File: src/rtl/alu_share_arbiter_if.sv
// Bundles the requester, ALU and response signals of alu_share_arbiter.
// slave is the arbiter's view and master is the view of the surrounding pipeline/ALU.
interface alu_share_arbiter_if #(
  parameter int DATA_WIDTH = 32,
  parameter int NUM_REQ    = 4,
  parameter int ID_WIDTH   = 2
);
  logic [NUM_REQ-1:0]            req_valid;
  logic [NUM_REQ-1:0]            req_ready;
  logic [NUM_REQ*DATA_WIDTH-1:0] req_rs1;
  logic [NUM_REQ*DATA_WIDTH-1:0] req_rs2;
  logic [NUM_REQ*4-1:0]          req_ctrl;

  logic [DATA_WIDTH-1:0]         alu_rs1;
  logic [DATA_WIDTH-1:0]         alu_rs2;
  logic [3:0]                    alu_control;
  logic [DATA_WIDTH-1:0]         alu_rd;
  logic                          alu_zero;

  logic                          rsp_valid;
  logic                          rsp_ready;
  logic [DATA_WIDTH-1:0]         rsp_data;
  logic                          rsp_zero;
  logic [ID_WIDTH-1:0]           rsp_id;

  modport slave (
    input  req_valid, req_rs1, req_rs2, req_ctrl, alu_rd, alu_zero, rsp_ready,
    output req_ready, alu_rs1, alu_rs2, alu_control, rsp_valid, rsp_data, rsp_zero, rsp_id
  );

  modport master (
    output req_valid, req_rs1, req_rs2, req_ctrl, alu_rd, alu_zero, rsp_ready,
    input  req_ready, alu_rs1, alu_rs2, alu_control, rsp_valid, rsp_data, rsp_zero, rsp_id
  );
endinterface

File: src/rtl/alu_share_arbiter.sv
// Round-robin share of one combinational ALU among NUM_REQ requesters; ALU_ARB_STATS_EN adds op/stall counters.
// Latency: request accepted in cycle N, result on rsp_* in cycle N+1; one op per cycle.
// Backpressure: slot full and rsp_ready low blocks all grants and holds rsp_*; draining and refilling may share a cycle.
module alu_share_arbiter #(
  parameter int DATA_WIDTH = 32,
  parameter int NUM_REQ    = 4,
  parameter int ID_WIDTH   = 2
) (
  input  logic               clock,
  input  logic               reset,
  alu_share_arbiter_if.slave bus
`ifdef ALU_ARB_STATS_EN
  ,
  output logic [31:0]        stat_ops,
  output logic [31:0]        stat_stall
`endif
);

  localparam int IW = ID_WIDTH + 1;

  typedef enum logic {IDLE, FULL} state_t;

  state_t                state_q, state_d;
  logic [ID_WIDTH-1:0]   rr_ptr_q, rr_ptr_d;
  logic                  rsp_valid_q, rsp_valid_d;
  logic [DATA_WIDTH-1:0] rsp_data_q, rsp_data_d;
  logic                  rsp_zero_q, rsp_zero_d;
  logic [ID_WIDTH-1:0]   rsp_id_q, rsp_id_d;

  logic [ID_WIDTH-1:0]   gnt_idx;
  logic [ID_WIDTH-1:0]   sel_idx;
  logic [IW-1:0]         idx_w;
  logic                  found;
  logic                  any_vld;
  logic                  can_issue;
  logic                  gnt_act;
  logic                  xfer;
  logic [NUM_REQ-1:0]    ready_vec;

  assign any_vld   = |bus.req_valid;
  assign can_issue = (state_q == IDLE) || bus.rsp_ready;
  assign gnt_act   = can_issue && any_vld;
  assign xfer      = gnt_act && !reset;

  // First valid requester at or after rr_ptr, wrapping modulo NUM_REQ.
  always_comb begin
    gnt_idx = rr_ptr_q;
    found   = 1'b0;
    idx_w   = '0;
    for (int k = 0; k < NUM_REQ; k++) begin
      idx_w = {1'b0, rr_ptr_q} + IW'(k);
      if (idx_w >= IW'(NUM_REQ)) begin
        idx_w = idx_w - IW'(NUM_REQ);
      end
      if (!found && bus.req_valid[idx_w[ID_WIDTH-1:0]]) begin
        found   = 1'b1;
        gnt_idx = idx_w[ID_WIDTH-1:0];
      end
    end
  end

  always_comb begin
    ready_vec = '0;
    if (xfer) begin
      ready_vec[gnt_idx] = 1'b1;
    end
  end

  // Idle ALU inputs follow rr_ptr so they never float or toggle needlessly.
  assign sel_idx         = gnt_act ? gnt_idx : rr_ptr_q;
  assign bus.alu_rs1     = bus.req_rs1[int'(sel_idx)*DATA_WIDTH +: DATA_WIDTH];
  assign bus.alu_rs2     = bus.req_rs2[int'(sel_idx)*DATA_WIDTH +: DATA_WIDTH];
  assign bus.alu_control = bus.req_ctrl[int'(sel_idx)*4 +: 4];
  assign bus.req_ready   = ready_vec;

  always_comb begin
    state_d     = state_q;
    rr_ptr_d    = rr_ptr_q;
    rsp_valid_d = rsp_valid_q;
    rsp_data_d  = rsp_data_q;
    rsp_zero_d  = rsp_zero_q;
    rsp_id_d    = rsp_id_q;
    if (xfer) begin
      state_d     = FULL;
      rsp_valid_d = 1'b1;
      rsp_data_d  = bus.alu_rd;
      rsp_zero_d  = bus.alu_zero;
      rsp_id_d    = gnt_idx;
      rr_ptr_d    = (gnt_idx == ID_WIDTH'(NUM_REQ - 1)) ? '0 : gnt_idx + 1'b1;
    end else if (state_q == FULL && bus.rsp_ready) begin
      state_d     = IDLE;
      rsp_valid_d = 1'b0;
    end
  end

`ifdef ALU_ARB_STATS_EN
  logic [31:0] stat_ops_q, stat_ops_d;
  logic [31:0] stat_stall_q, stat_stall_d;

  always_comb begin
    stat_ops_d   = stat_ops_q + 32'(xfer);
    stat_stall_d = stat_stall_q + 32'(rsp_valid_q && !bus.rsp_ready && any_vld);
  end

  assign stat_ops   = stat_ops_q;
  assign stat_stall = stat_stall_q;
`endif

  always_ff @(posedge clock) begin
    if (reset) begin
      state_q      <= IDLE;
      rr_ptr_q     <= '0;
      rsp_valid_q  <= 1'b0;
      rsp_data_q   <= '0;
      rsp_zero_q   <= 1'b0;
      rsp_id_q     <= '0;
`ifdef ALU_ARB_STATS_EN
      stat_ops_q   <= '0;
      stat_stall_q <= '0;
`endif
    end else begin
      state_q      <= state_d;
      rr_ptr_q     <= rr_ptr_d;
      rsp_valid_q  <= rsp_valid_d;
      rsp_data_q   <= rsp_data_d;
      rsp_zero_q   <= rsp_zero_d;
      rsp_id_q     <= rsp_id_d;
`ifdef ALU_ARB_STATS_EN
      stat_ops_q   <= stat_ops_d;
      stat_stall_q <= stat_stall_d;
`endif
    end
  end

  assign bus.rsp_valid = rsp_valid_q;
  assign bus.rsp_data  = rsp_data_q;
  assign bus.rsp_zero  = rsp_zero_q;
  assign bus.rsp_id    = rsp_id_q;

endmodule
File: src/flat_wrapper.sv
// flat-port wrapper written by rule: the top's interface ports become plain ports
module alu_share_arbiter_flat 
#(
  parameter int DATA_WIDTH = 32,
  parameter int NUM_REQ    = 4,
  parameter int ID_WIDTH   = 2
)
  (clock, reset, bus_req_valid, bus_req_rs1, bus_req_rs2, bus_req_ctrl, bus_alu_rd, bus_alu_zero, bus_rsp_ready, bus_req_ready, bus_alu_rs1, bus_alu_rs2, bus_alu_control, bus_rsp_valid, bus_rsp_data, bus_rsp_zero, bus_rsp_id);
  alu_share_arbiter_if #(.DATA_WIDTH(DATA_WIDTH), .NUM_REQ(NUM_REQ), .ID_WIDTH(ID_WIDTH)) bus_i ();
  input  logic clock;
  input  logic reset;
  input wire logic [$bits(bus_i.req_valid)-1:0] bus_req_valid;
  input wire logic [$bits(bus_i.req_rs1)-1:0] bus_req_rs1;
  input wire logic [$bits(bus_i.req_rs2)-1:0] bus_req_rs2;
  input wire logic [$bits(bus_i.req_ctrl)-1:0] bus_req_ctrl;
  input wire logic [$bits(bus_i.alu_rd)-1:0] bus_alu_rd;
  input wire logic [$bits(bus_i.alu_zero)-1:0] bus_alu_zero;
  input wire logic [$bits(bus_i.rsp_ready)-1:0] bus_rsp_ready;
  output wire logic [$bits(bus_i.req_ready)-1:0] bus_req_ready;
  output wire logic [$bits(bus_i.alu_rs1)-1:0] bus_alu_rs1;
  output wire logic [$bits(bus_i.alu_rs2)-1:0] bus_alu_rs2;
  output wire logic [$bits(bus_i.alu_control)-1:0] bus_alu_control;
  output wire logic [$bits(bus_i.rsp_valid)-1:0] bus_rsp_valid;
  output wire logic [$bits(bus_i.rsp_data)-1:0] bus_rsp_data;
  output wire logic [$bits(bus_i.rsp_zero)-1:0] bus_rsp_zero;
  output wire logic [$bits(bus_i.rsp_id)-1:0] bus_rsp_id;
  assign bus_i.req_valid = bus_req_valid;
  assign bus_i.req_rs1 = bus_req_rs1;
  assign bus_i.req_rs2 = bus_req_rs2;
  assign bus_i.req_ctrl = bus_req_ctrl;
  assign bus_i.alu_rd = bus_alu_rd;
  assign bus_i.alu_zero = bus_alu_zero;
  assign bus_i.rsp_ready = bus_rsp_ready;
  assign bus_req_ready = bus_i.req_ready;
  assign bus_alu_rs1 = bus_i.alu_rs1;
  assign bus_alu_rs2 = bus_i.alu_rs2;
  assign bus_alu_control = bus_i.alu_control;
  assign bus_rsp_valid = bus_i.rsp_valid;
  assign bus_rsp_data = bus_i.rsp_data;
  assign bus_rsp_zero = bus_i.rsp_zero;
  assign bus_rsp_id = bus_i.rsp_id;
  alu_share_arbiter #(.DATA_WIDTH(DATA_WIDTH), .NUM_REQ(NUM_REQ), .ID_WIDTH(ID_WIDTH)) u_core (.clock(clock), .reset(reset), .bus(bus_i));
endmodule
File: config.mk
export PLATFORM = sky130hd
export DESIGN_NAME = alu_share_arbiter_flat
export DESIGN_NICKNAME = d
export VERILOG_FILES = /design/src/rtl/alu_share_arbiter_if.sv /design/src/rtl/alu_share_arbiter.sv /design/src/flat_wrapper.sv
export SDC_FILE = /design/constraint.sdc
export NUM_CORES = 1
export LEC_CHECK = 0
export CORE_AREA = 4 4 161 163
export CTS_CLUSTER_SIZE = 28
export DETAILED_ROUTE_END_ITERATION = 10
export DIE_AREA = 0 0 165 167
export GPL_ROUTABILITY_DRIVEN = 0
export PLACE_DENSITY = 0.55
export REMOVE_ABC_BUFFERS = 1
export SYNTH_ARGS = -nofsm -noshare
export SYNTH_HDL_FRONTEND = slang
export SYNTH_SLANG_ARGS = --single-unit
File: constraint.sdc
create_clock -name clock -period 2.4 [get_ports clock]
set_input_delay 0.48 -clock clock [delete_from_list [all_inputs] [get_ports clock]]
set_output_delay 0.48 -clock clock [all_outputs]
set_load 0.1 [all_outputs]
# Word level (Yosys, flattened, before mapping)
# Cells that the tools add are included.
totals:
  regBits: 38
  input_bits: 312
  output_inout_bits: 108
  elab_cells: 68
classes:
  add_sub_neg: 8
  n_lt_le_gt_ge: 10
  n_eq_ne: 1
  shifts: 3
  muxes: 26
  n_bitwise: 1
  n_reduce_logical: 14
ops:
  columns: ["op", "n"]
  rows:
  - ["128-bit by 8-bit indexed part select with 32-bit output", 2]
  - ["2-bit two-way mux", 10]
  - ["16-bit by 5-bit indexed part select with 4-bit output", 1]
  - ["2-bit by 3-bit less-than comparator with 1-bit output, second input constant", 5]
  - ["1-bit two-way mux", 10]
  - ["3-bit >= comparator, second input constant", 3]
  - ["1-bit binary-select mux with 2-bit select", 4]
  - ["2-bit by 1-bit subtractor with 2-bit output, second input constant", 4]
  - ["1-bit logical AND", 7]
  - ["2-bit by 2-bit adder with 3-bit output, second input constant", 2]
  - ["1-bit zero test", 4]
  - ["4-bit two-way mux", 1]
  - ["4-bit OR reduction", 1]
  - ["2-bit by 1-bit adder with 3-bit output, second input constant", 1]
  - ["2-bit by 3-bit >= comparator with 1-bit output, second input constant", 1]
  - ["2-bit by 1-bit adder with 2-bit output, second input constant", 1]
  - ["1-bit demux with 2-bit select", 1]
  - ["2-bit == test, second input constant", 1]
  - ["2-bit by 1-bit >= comparator with 1-bit output, second input constant", 1]
  - ["2-bit nonzero test", 1]
  - ["1-bit logical OR", 1]
  - ["1-bit inverter", 1]

# Logic depth before layout (Yosys ltp)
depth:
  ltp_word: 19
  ltp_mapped: 8
  depth_no_buf: 7

# Least setup slack after synthesis
# No wires, ideal clock.
synth_timing:
  path_kind: "register to output"
  startpoint: "register u_core.state_q"
  endpoint: "output bus_req_ready[1]"
  arrival_ns: 3.711
  required_time_ns: 1.920
  setup_slack_ns: -1.791
  path_stages_with_launch: 6
  n_path_buf: 2
  cell_sequence: "dfxtp_1 > nor2b_1 > or2_0 > buf_2 > clkbuf_1 > nor3b_1"
synth_between:
  elab_chain_len: 5
synth_rtl:
  columns: ["item", "line", "rtl"]
  rows:
  - ["start: declaration", "alu_share_arbiter.sv:23", "state_t state_q, state_d;"]
  - ["start signal: assignment", "alu_share_arbiter.sv:122", "state_q <= state_d;"]
  - ["1-bit inverter", "alu_share_arbiter.sv:41", "assign can_issue = (state_q == IDLE) || bus.rsp_ready;"]
  - ["1-bit logical OR", "alu_share_arbiter.sv:41", null]
  - ["1-bit logical AND", "alu_share_arbiter.sv:42", "assign gnt_act = can_issue && any_vld;"]
  - ["1-bit logical AND", "alu_share_arbiter.sv:43", "assign xfer = gnt_act && !reset;"]
  - ["4-bit two-way mux", "alu_share_arbiter.sv:64", "if (xfer) begin"]
  - ["end: declaration", "flat_wrapper.sv:19", "output wire logic [$bits(bus_i.req_ready)-1:0] bus_req_ready;"]
# Every way passes these cells.

# Worst setup path after layout
layout_timing:
  startpoint: "input bus_req_valid[3]"
  endpoint: "output bus_alu_rs2[27]"
layout_between:
  elab_chain_len: 14
  word_cells_on_any_way: 25
  cone_classes: "1 x shift; 16 x mux; 8 x reduce/logical"
layout_rtl:
  columns: ["item", "line", "rtl"]
  rows:
  - ["start: declaration", "flat_wrapper.sv:12", "input wire logic [$bits(bus_i.req_valid)-1:0] bus_req_valid;"]
  - ["1-bit binary-select mux with 2-bit select", "alu_share_arbiter.sv:55", "if (!found && bus.req_valid[idx_w[ID_WIDTH-1:0]]) begin"]
  - ["1-bit two-way mux (not written as such)", "alu_share_arbiter.sv:55", null]
  - ["1-bit two-way mux", "alu_share_arbiter.sv:55", null]
  - ["1-bit zero test", "alu_share_arbiter.sv:55", null]
  - ["1-bit logical AND", "alu_share_arbiter.sv:55", null]
  - ["1-bit two-way mux", "alu_share_arbiter.sv:55", null]
  - ["1-bit zero test", "alu_share_arbiter.sv:55", null]
  - ["1-bit logical AND", "alu_share_arbiter.sv:55", null]
  - ["1-bit two-way mux", "alu_share_arbiter.sv:55", null]
  - ["1-bit zero test", "alu_share_arbiter.sv:55", null]
  - ["1-bit logical AND", "alu_share_arbiter.sv:55", null]
  - ["2-bit two-way mux", "alu_share_arbiter.sv:55", null]
  - ["2-bit two-way mux *", "alu_share_arbiter.sv:70", "assign sel_idx = gnt_act ? gnt_idx : rr_ptr_q;"]
  - ["128-bit by 8-bit indexed part select with 32-bit output *", "alu_share_arbiter.sv:72", "assign bus.alu_rs2 = bus.req_rs2[int'(sel_idx)*DATA_WIDTH +: DATA_WIDTH];"]
  - ["end: declaration", "flat_wrapper.sv:21", "output wire logic [$bits(bus_i.alu_rs2)-1:0] bus_alu_rs2;"]
# Mark *: on every way between the ends. The rest lies on a longest branch, timed or not. The select of a mux whose other input is x is not followed.

==> flow_summary.yaml <==
status:
  outcome: "finished with violations"
  violated_checks: "setup timing"
synth:
  synth-seq-area-share_pct: 18.9
  synth-seq-cells: 38
  synth_top_cell_area_share_pct: 21.2
  yosys.area_share.simple_pct: 10.2
  synthXorXnorAreaFrac_pct: 0
  synthDominantAreaCellType: "a31oi_1"
  yosys_most_used_dff: "dfxtp_1"
  syn_area_um2: 4020
  synth.top_cells.by_area: "a31oi_1, dfxtp_1, a22oi_1, o21ai_0, nand2_1"
  dominant_combinational_cell_family_by_area_after_synthesis: "compound AO/OA/AOI/OAI gates"
  synth-adder-area-share_pct: 1.25
  muxShareOfSynthArea_pct: 0
  asyncSetResetFlopFracSynth_pct: 0
  number_of_flops_mapped_to_enable_cells_by_yosys: 0
  netlist_instances: 615
  distinct_cells_synth: 32
  synth_compound_gate_area_share_pct: 58.7
  yosys_warnings: 0
  synth_area_per_cell_um2: 6.53
detailed_routing:
  drt.antenna.violating_nets: 0
  maxUsedRoutingLayer: "met4"
  met2WireLength_um: 15600
  routed_wirelength_um: 30700
  drt-pass1-iter-count: 5
  route.detailed.vias_per_inst: 5.00
  drt-met1-wl_um: 11900
  dr_wl_met3_um: 2280
  routed-via-count: 7014
  drc_errors: 0
  detailedRoute.firstIterationViolations: 463
  wire_per_inst_um: 21.8
power_and_ir_drop:
  leakagePower_nw: 4.38
  seq_power_share_pct: 7.4
  total_power_w: 0.00968
  net-switching-power_w: 0.00511
  irDropWorstVdd_v: 0.000421
  internal_power_w: 0.00457
  power.share.combinational_pct: 83.5
  powerDensity_nw_per_um2: 822
  pwr-share-clk_pct: 9.1
  netSwitchingFraction_pct: 52.8
global_routing:
  grt_antenna_before_repair: 5
  grt_overflow_total: 0
  grt_pass1_vias: 7008
  grtUsageTotal_pct: 19.5
  pin_count_of_the_biggest_net_entering_global_routing: 57
  grt_first_pass_wirelength_um: 42100
setup_path:
  critical_path_peak_fanout: 6
  arrival_ns: 2.33
  worstReg2RegStart: "u_core.rr_ptr_q[1]$_SDFFE_PP0P_"
  timing_worst_setup_path_type: "in -> out"
  start_kind: "input pin"
  setup.worst_path.end_class: "output pin"
  critPathRequiredTime_ns: 1.92
  crit-reg2reg-capture: "u_core.rr_ptr_q[1]$_SDFFE_PP0P_"
  r2r_setup_slack_ns: 0.68
  rr_worst_depth: 7
finish:
  final_core_util_pct: 48.5
  final-seq-area_um2: 766
  drive_above_1_share_pct: 36.4
  multiInputGateArea_um2: 3720
  nNetsFinal: 1390
  filler_cell_count: 2250
  layout_common_cells: "clkdlybuf4s50_1, buf_12, a31oi_1, buf_4, nand2_1"
  syn_to_final_growth_pct: 193
  mostFrequentLayoutCell: "clkdlybuf4s50_1"
floorplan:
  fp.dieW_um: 165
  core-area_um2: 24300
  placement_rows: 57
  die_outline_area_um2: 27600
  initial_cell_density_of_the_core_pct: 16.5
  pin_count: 420
  die-height_um: 167
min_path:
  holdPathStages: 2
  hold_path.class: "reg -> reg"
  timing.hold.worst_endpoint: "u_core.bus.rsp_data[17]$_SDFFE_PP0P_"
  min-delay-start: "u_core.bus.rsp_data[17]$_SDFFE_PP0P_"
timing:
  ratio_of_final_minimum_period_to_clock_period_pct: 117
  final_hold_slack_ns: 0.453
  max_freq_mhz: 356
  fin_skew_ns: 0.00444
  min_period_ns: 2.81
  slew-limit-headroom_pct: 69.3
  timing_worst_slew_pin_value_ns: 0.455
  setup_viol: 72
  final_max_slew_viol_count: 0
  rsz_0062_raised_after_global_routing: "yes"
  setup_slack_ns: -0.409
  final_hold_viol_count: 0
  totalNegativeSetupSlack_ns: -20.50
clocking:
  cts_made_buffers: 5
  clock_latency_ns: 0.28
  cts_num_sinks: 38
  cts.clk_slew.worst_paths_ns: 0.06
  clk_path_buf_depth: 2
  tritoncts_clock_tree: "done"
  clock_h_tree_levels: 2
  root_buffer: "clkbuf_16"
run:
  max_cap_viol_count: 0
place:
  port-buffer-count: 419
  dp.final_hpwl_um: 21000
==> per-layer routing <==
metal,GRT usage (%),up-vias
met5,0,-
met4,5.61,0
met3,4.15,59
met2,34.9,313
met1,23.0,3322
li1,-,3320
==> stage by stage <==
step / worst slack [ns] / instances / instance area (um2)
global placement: -0.881 / 1348 / 9750
CTS: -0.381 / 1386 / 11200
floorplan: -5.56 / 528 / 3590
global route: -0.481 / 1404 / 11800
finish: -0.409 / 1404 / 11800
detailed placement: -0.880 / 1348 / 9750
==> state kept, by name, summed over array words and instances, names as in the netlist <==
name / cells
u_core.bus.rsp_zero: 1
u_core.bus.rsp_data: 32
u_core.state_q: 1
u_core.rr_ptr_q: 2
u_core.bus.rsp_id: 2
==> power by group through the flow <==
stage	sequential (W)	clock (W)	combinational, W
6_report	0.000713	0.000881	0.00809
5_1_grt	0.000718	0.000930	0.00835
3_5_place_dp	0.000723	0	0.00705
3_3_place_gp	0.000721	0	0.00704
4_1_cts	0.000712	0.000899	0.00779
2_1_floorplan	0.00103	0	0.00367
==> cell usage after synthesis, types with 2 or more instances <==
library cell,n
clkbuf_1,35
nand2b_1,3
nor2b_1,4
nand2_1,71
nor3b_1,4
ha_1,4
buf_6,4
a21o_1,2
nor2_1,2
o21ai_1,40
inv_1,3
a21oi_1,38
a22oi_1,68
o21ai_0,101
dfxtp_1,38
a31oi_1,136
buf_2,44
buf_4,4
==> worst max-delay path, stage by stage <==
cell and delay [ns]:
buf_8 0.10, nor4_4 0.33, buf_4 0.20, o21ai_4 0.06
buf_6 0.11, o31ai_4 0.05, buf_12 0.18, buf_12 0.13
buf_16 0.13, buf_12 0.11, a31oi_4 0.03, a22oi_2 0.19
buf_12 0.21
==> kinds of logic after synthesis <==
family	after synthesis
buffers and inverters	90
AND/OR/NAND/NOR	90
adder cells (fa/ha/maj)	4
flip-flops	38
AO/OA/AOI/OAI	393
==> timing repair <==
item                                    in CTS  in global routing
endpoints found under the setup margin      72                 72
resized for setup                          210                 88
pin swaps                                   48                 45
gates cloned                                13                  8
hold buffers                                 0                  0
setup buffers                               17                 11
==> layout make-up <==
type	count	area share, %
Tap cell	324	3.44
Antenna cell	5	0.106
Timing Repair Buffer	539	56.6
Inverter	3	0.0956
Sequential cell	38	6.50
Clock buffer	6	1.18
Multi-Input combinational cell	487	31.6
Clock inverter	2	0.510
==> worst max-delay path by stage <==
| stage | start | end | cells after the start |
|---|---|---|---|
| floorplan | bus_req_valid[0] | bus_alu_control[0] | 5 |
| global placement | bus_req_valid[0] | bus_alu_rs1[22] | 10 |
| detailed placement | bus_req_valid[0] | bus_alu_rs1[22] | 10 |
| CTS | bus_req_valid[1] | bus_alu_rs2[7] | 10 |
| global route | bus_req_valid[3] | bus_alu_rs2[12] | 12 |
| finish | bus_req_valid[3] | bus_alu_rs2[27] | 13 |
Note: power is estimated with default switching activity, not from simulation.
